$ cat src/rtl/wb_pattern_master.sv
// Wishbone initiator: writes a seed^address pattern in incrementing bursts,
// then reads the same region back and counts words that do not match.
module wb_pattern_master #(
    parameter int dw     = 32,
    parameter int APP_AW = 26,
    parameter int BL_MAX = 8
) (
    input  logic                    wb_clk_i,
    input  logic                    wb_rst_i,
    input  logic                    start,
    input  logic [APP_AW-1:0]       base_addr,
    input  logic [$clog2(BL_MAX):0] burst_len,
    input  logic [15:0]             num_bursts,
    input  logic [dw-1:0]           seed,
    output logic                    busy,
    output logic                    done,
    output logic [15:0]             err_count,
    output logic [APP_AW-1:0]       first_err_addr,
    output logic                    wb_cyc_o,
    output logic                    wb_stb_o,
    output logic                    wb_we_o,
    output logic [APP_AW-1:0]       wb_addr_o,
    output logic [dw-1:0]           wb_dat_o,
    output logic [dw/8-1:0]         wb_sel_o,
    output logic [2:0]              wb_cti_o,
    output logic [1:0]              wb_bte_o,
    input  logic                    wb_ack_i,
    input  logic [dw-1:0]           wb_dat_i
);

    localparam int BLW  = $clog2(BL_MAX) + 1;
    localparam int STEP = dw / 8;
    localparam int PW   = (APP_AW > dw) ? APP_AW : dw;

    localparam logic [2:0] CTI_INC = 3'b010;
    localparam logic [2:0] CTI_END = 3'b111;

    typedef enum logic [2:0] {
        S_IDLE,
        S_WR,
        S_WR_GAP,
        S_RD,
        S_RD_GAP,
        S_DONE
    } state_t;

    state_t             state_reg;
    logic [APP_AW-1:0]  base_reg;
    logic [BLW-1:0]     blen_reg;
    logic [15:0]        nb_reg;
    logic [dw-1:0]      seed_reg;
    logic [BLW-1:0]     beat_reg;
    logic [15:0]        burst_reg;
    logic [APP_AW-1:0]  addr_reg;
    logic [dw-1:0]      dat_reg;
    logic               cyc_reg;
    logic               we_reg;
    logic               sel_reg;
    logic [2:0]         cti_reg;
    logic               busy_reg;
    logic               done_reg;
    logic [15:0]        err_reg;
    logic [APP_AW-1:0]  first_reg;

    logic [APP_AW-1:0]  addr_next;
    logic [APP_AW-1:0]  base_aligned;
    logic               last_beat;
    logic               last_burst;
    logic [2:0]         cti_after;
    logic [2:0]         cti_first;
    logic               rd_mismatch;

    // Pattern word for a byte address: address zero-extended (or truncated) to dw.
    function automatic logic [dw-1:0] pattern_of(input logic [dw-1:0] s,
                                                 input logic [APP_AW-1:0] a);
        logic [PW-1:0] ext;
        ext = PW'(a);
        return s ^ ext[dw-1:0];
    endfunction

    assign base_aligned = base_addr & ~APP_AW'(STEP - 1);
    assign addr_next    = addr_reg + APP_AW'(STEP);
    assign last_beat    = (beat_reg == blen_reg - 1'b1);
    assign last_burst   = (burst_reg == nb_reg - 16'd1);
    // cti of the beat that follows the current one within the same burst
    assign cti_after    = (({1'b0, beat_reg} + (BLW+1)'(2)) == {1'b0, blen_reg}) ? CTI_END : CTI_INC;
    assign cti_first    = (blen_reg == BLW'(1)) ? CTI_END : CTI_INC;
    assign rd_mismatch  = (wb_dat_i != pattern_of(seed_reg, addr_reg));

    always_ff @(posedge wb_clk_i) begin
        if (wb_rst_i) begin
            state_reg <= S_IDLE;
            base_reg  <= '0;
            blen_reg  <= '0;
            nb_reg    <= '0;
            seed_reg  <= '0;
            beat_reg  <= '0;
            burst_reg <= '0;
            addr_reg  <= '0;
            dat_reg   <= '0;
            cyc_reg   <= 1'b0;
            we_reg    <= 1'b0;
            sel_reg   <= 1'b0;
            cti_reg   <= '0;
            busy_reg  <= 1'b0;
            done_reg  <= 1'b0;
            err_reg   <= '0;
            first_reg <= '0;
        end else begin
            case (state_reg)
                S_IDLE, S_DONE: begin
                    if (start) begin
                        base_reg  <= base_aligned;
                        blen_reg  <= burst_len;
                        nb_reg    <= num_bursts;
                        seed_reg  <= seed;
                        beat_reg  <= '0;
                        burst_reg <= '0;
                        addr_reg  <= base_aligned;
                        dat_reg   <= pattern_of(seed, base_aligned);
                        err_reg   <= '0;
                        first_reg <= '0;
                        if (burst_len == '0 || num_bursts == 16'd0) begin
                            state_reg <= S_DONE;
                            done_reg  <= 1'b1;
                            busy_reg  <= 1'b0;
                        end else begin
                            state_reg <= S_WR;
                            done_reg  <= 1'b0;
                            busy_reg  <= 1'b1;
                            cyc_reg   <= 1'b1;
                            we_reg    <= 1'b1;
                            sel_reg   <= 1'b1;
                            cti_reg   <= (burst_len == BLW'(1)) ? CTI_END : CTI_INC;
                        end
                    end
                end

                S_WR: begin
                    if (wb_ack_i) begin
                        if (last_beat) begin
                            beat_reg <= '0;
                            cti_reg  <= cti_first;
                            if (last_burst) begin
                                // read phase starts straight away from the base
                                state_reg <= S_RD;
                                burst_reg <= '0;
                                addr_reg  <= base_reg;
                                we_reg    <= 1'b0;
                            end else begin
                                state_reg <= S_WR_GAP;
                                burst_reg <= burst_reg + 16'd1;
                                addr_reg  <= addr_next;
                                dat_reg   <= pattern_of(seed_reg, addr_next);
                                cyc_reg   <= 1'b0;
                                sel_reg   <= 1'b0;
                            end
                        end else begin
                            beat_reg <= beat_reg + 1'b1;
                            addr_reg <= addr_next;
                            dat_reg  <= pattern_of(seed_reg, addr_next);
                            cti_reg  <= cti_after;
                        end
                    end
                end

                S_WR_GAP: begin
                    state_reg <= S_WR;
                    cyc_reg   <= 1'b1;
                    sel_reg   <= 1'b1;
                end

                S_RD: begin
                    if (wb_ack_i) begin
                        if (rd_mismatch) begin
                            if (err_reg != 16'hFFFF) begin
                                err_reg <= err_reg + 16'd1;
                            end
                            if (err_reg == 16'd0) begin
                                first_reg <= addr_reg;
                            end
                        end
                        if (last_beat) begin
                            beat_reg <= '0;
                            cyc_reg  <= 1'b0;
                            sel_reg  <= 1'b0;
                            if (last_burst) begin
                                state_reg <= S_DONE;
                                busy_reg  <= 1'b0;
                                done_reg  <= 1'b1;
                                cti_reg   <= '0;
                            end else begin
                                state_reg <= S_RD_GAP;
                                burst_reg <= burst_reg + 16'd1;
                                addr_reg  <= addr_next;
                                cti_reg   <= cti_first;
                            end
                        end else begin
                            beat_reg <= beat_reg + 1'b1;
                            addr_reg <= addr_next;
                            cti_reg  <= cti_after;
                        end
                    end
                end

                S_RD_GAP: begin
                    state_reg <= S_RD;
                    cyc_reg   <= 1'b1;
                    sel_reg   <= 1'b1;
                end

                default: state_reg <= S_IDLE;
            endcase
        end
    end

    genvar gi;
    generate
        for (gi = 0; gi < dw/8; gi++) begin : g_sel
            assign wb_sel_o[gi] = sel_reg;
        end
    endgenerate

    assign wb_cyc_o       = cyc_reg;
    assign wb_stb_o       = cyc_reg;
    assign wb_we_o        = we_reg;
    assign wb_addr_o      = addr_reg;
    assign wb_dat_o       = dat_reg;
    assign wb_cti_o       = cti_reg;
    assign wb_bte_o       = 2'b00;
    assign busy           = busy_reg;
    assign done           = done_reg;
    assign err_count      = err_reg;
    assign first_err_addr = first_reg;

endmodule

$ cat config.mk
export PLATFORM = sky130hd
export DESIGN_NAME = wb_pattern_master
export DESIGN_NICKNAME = d
export VERILOG_FILES = /design/src/rtl/wb_pattern_master.sv
export SDC_FILE = /design/constraint.sdc
export NUM_CORES = 1
export LEC_CHECK = 0
export CAP_MARGIN = 20
export CORE_ASPECT_RATIO = 1.2
export CORE_MARGIN = 3
export CORE_UTILIZATION = 51
export DETAILED_ROUTE_END_ITERATION = 12
export PLACE_DENSITY_LB_ADDON = 0.3
export SLEW_MARGIN = 25
export SYNTH_ARGS = -nofsm -noshare
export SYNTH_HDL_FRONTEND = slang
export SYNTH_SLANG_ARGS = --single-unit
$ cat constraint.sdc
create_clock -name wb_clk_i -period 5.7 [get_ports wb_clk_i]
set_input_delay 1.14 -clock wb_clk_i [delete_from_list [all_inputs] [get_ports wb_clk_i]]
set_output_delay 1.14 -clock wb_clk_i [all_outputs]
set_load 0.02 [all_outputs]
==> run_results.csv <==
group,metric,value,unit
global_routing,busiest_layer,"met2",
route,vias,10700,
critical_path,cp_slowest_cell,"o31ai_4",
clock_tree,ctsHoldBuffers,0,
sta,period_minus_slack,4.07,ns
power,power.leakage,5.06,nW
sta,slew_headroom,32.7,%
global_routing,grt_usage,27.7,%
sta,setup_violations,0,
global_routing,grt_max_degree,79,
power,p_total,3.81,mW
cells_and_area,fin_cells,1823,
critical_path,path_class,"flop to flop",
synthesis,synth_edf_count,0,
hold_path,hold-path-cell-count,2,
synthesis,ys_top_cells_by_count,"267 x nand2_1, 201 x dfxtp_1, 139 x a21oi_1",
die,dieArea,23800,sq um
synthesis,yosysMostFrequentCell,"nand2_1",
critical_path,cp_top_family,"compound AO/OA/AOI/OAI gates",
power,powerDensity,269,nW/um^2
cells_and_area,register_area,4020,sq um
critical_path,critPathArrivalTime,4.49,ns
global_routing,grt_pass1_wl,54100,um
synthesis,ys_seq_area_share,35.8,%
critical_path,setup.worst_path.end_class,"flop",
route,drt_iter0_markers,794,
sta,tightest_slew,1.01,ns
hold_path,worstHoldPathType,"flop to flop",
route,dr.pass1.iters,6,
global_routing,grt_pass1_vias,10300,
synthesis,async_flop_share,0,%
cells_and_area,multiInputGateArea,6610,sq um
clock_tree,clkTransAtPathRegs,0.06,ns
critical_path,cp.required,6.12,ns
status,status,"complete, no violations",
synthesis,synth_top_area_cell,"dfxtp_1",
route,drc,0,
clock_tree,numCtsBuffers,22,
route,routedWlPerCell,18.9,um
job,drv_cap,0,
synthesis,synth_area_leaders,"dfxtp_1 36%, nand2_1 8.9%, xnor2_1 6.2%, a21oi_1 6.2%, xnor3_1 4.2%",
synthesis,yosys.cell_types.count,76,
synthesis,synthCells,1384,
cells_and_area,antenna_cells,0,
cells_and_area,nFillCells,1769,
cells_and_area,drive_gt1_share,5.15,%
clock_tree,cts_resized,0,
sta,final.period_utilization,71.4,%
global_routing,grt-ovfl-total,0,
clock_tree,clock-sinks,201,
clock_tree,root_buffer,"clkbuf_16",
route,routed_wl,34400,um
clock_tree,h-tree-depth,1,
route,antenna_left,0,
critical_path,path_cells,"nor4_1 > and3_1 > o21ai_0 > a22oi_1 > nand4_4 > o31ai_4 > buf_4 > nand2_1 > a21oi_1",
sta,clock.fmax,0.246,GHz
synthesis,synth-main-ff-cell,"dfxtp_1",
global_routing,antenna_found_initial,2,
die,initial_core_util,52.8,%
critical_path,cp_num_buf_inv,1,
die,io_pins,228,
synthesis,synth-seq-cells,201,
clock_tree,cts_setup_buffers,0,
critical_path,startpoint_type,"flop",
power,peakVddDrop,0.259,mV
sta,hold_viol,0,
sta,final_max_slew_viol_count,0,
clock_tree,cts_buffer_depth,3,
route,via_per_inst,5.89,
placement,finalWeightedCongestion,0.870,
sta,clock-skew-final,0.00975,ns
critical_path,rr_worst_depth,9,
synthesis,syn_avg_cell_area,8.11,sq um
sta,rsz0062_at_grt,"false",
placement,dp.cells,1783,
placement,io_buffers,219,
cells_and_area,fin_nets,1660,
die,design.core.area,21300,sq um
synthesis,synth.yosys.warnings,0,
global_routing,grt.met3_usage,6.30,%
die,die_w,141,um
critical_path,crit_cells,9,
die,die_h,169,um
global_routing,use_met1,33.3,%
critical_path,critPathMaxFanout,17,
sta,setup_tns,0,ns
cells_and_area,area_growth,26.0,%
die,rows,58,
placement,dp_hpwl,23500,um
synthesis,synth_top_area_share,35.8,%
clock_tree,tritoncts,"yes",
clock_tree,clk_latency,0.51,ns
synthesis,netlist_area,11200,sq um
global_routing,use_met2,48.6,%
critical_path,slowest_delay,0.96,ns
## cells by family after synthesis
| family | after synthesis | share of synthesized area, % |
|---|---|---|
| simple gates | 532 | 21.6 |
| fa+ha+maj | 10 | 1.09 |
| buf+inv | 147 | 5.82 |
| mux | 25 | 2.24 |
| other cells | 1 | 0.0334 |
| compound gates | 321 | 19.3 |
| flops | 201 | 35.8 |
| xor+xnor | 147 | 14.0 |
## report_power, final
part	internal, mW	switching, mW	total (mW)
clock network	0.849	0.587	1.44
logic	0.368	0.428	0.797
registers	1.48	0.0921	1.57
## stage by stage
stage               cell area (sq um)  hold WS [ns]  setup WS [ns]  utilization, %
finish                          14100         0.454           1.63            66.5
global route                    14100         0.466           1.41            66.5
CTS                             14100         0.454           1.72            66.5
detailed placement              13400         0.446           1.55            63.1
global placement                13400         0.442           1.56            63.1
floorplan                       11200         0.436           2.62               -
## cell usage in the layout, fill, tap and decap left out, types with 27 or more instances in the layout
cell type / count
inv_1: 34
xnor2_1: 80
nand3_1: 31
clkdlybuf4s50_1: 218
nor3_1: 27
xor2_1: 46
nand2_1: 267
nor2_1: 98
dfxtp_1: 201
a21oi_1: 139
## per-layer routing
metal	vias up	part of all wire [%]
met5	-	0.093
met4	4	3.2
met3	83	7.6
met2	429	50
met1	5075	39
li1	5143	-
## worst min-delay path: stages, from the launching register on
cell	delay, ns
dfxtp_1	0.31
nand2_1	0.05
a21oi_1	0.05
## final timing paths
check	from	to	slack, ns
worst min-delay path	wb_dat_o[2]	wb_dat_o[2]	0.45
worst max register to register	nb_reg[7]	wb_dat_o[14]	1.63
worst min register to register	wb_dat_o[2]	wb_dat_o[2]	0.45
worst max-delay path	nb_reg[7]	wb_dat_o[14]	1.63
## cell type report
type                    count  share of cell area [%]
inverters                  35                   0.929
repair buffers            236                    16.4
multi-input cells        1041                    46.7
clock inverters             6                   0.407
clock buffers              34                    4.72
well taps                 270                    2.39
flip-flops and latches    201                    28.5
No activity file was read; power rests on OpenSTA's default activity.
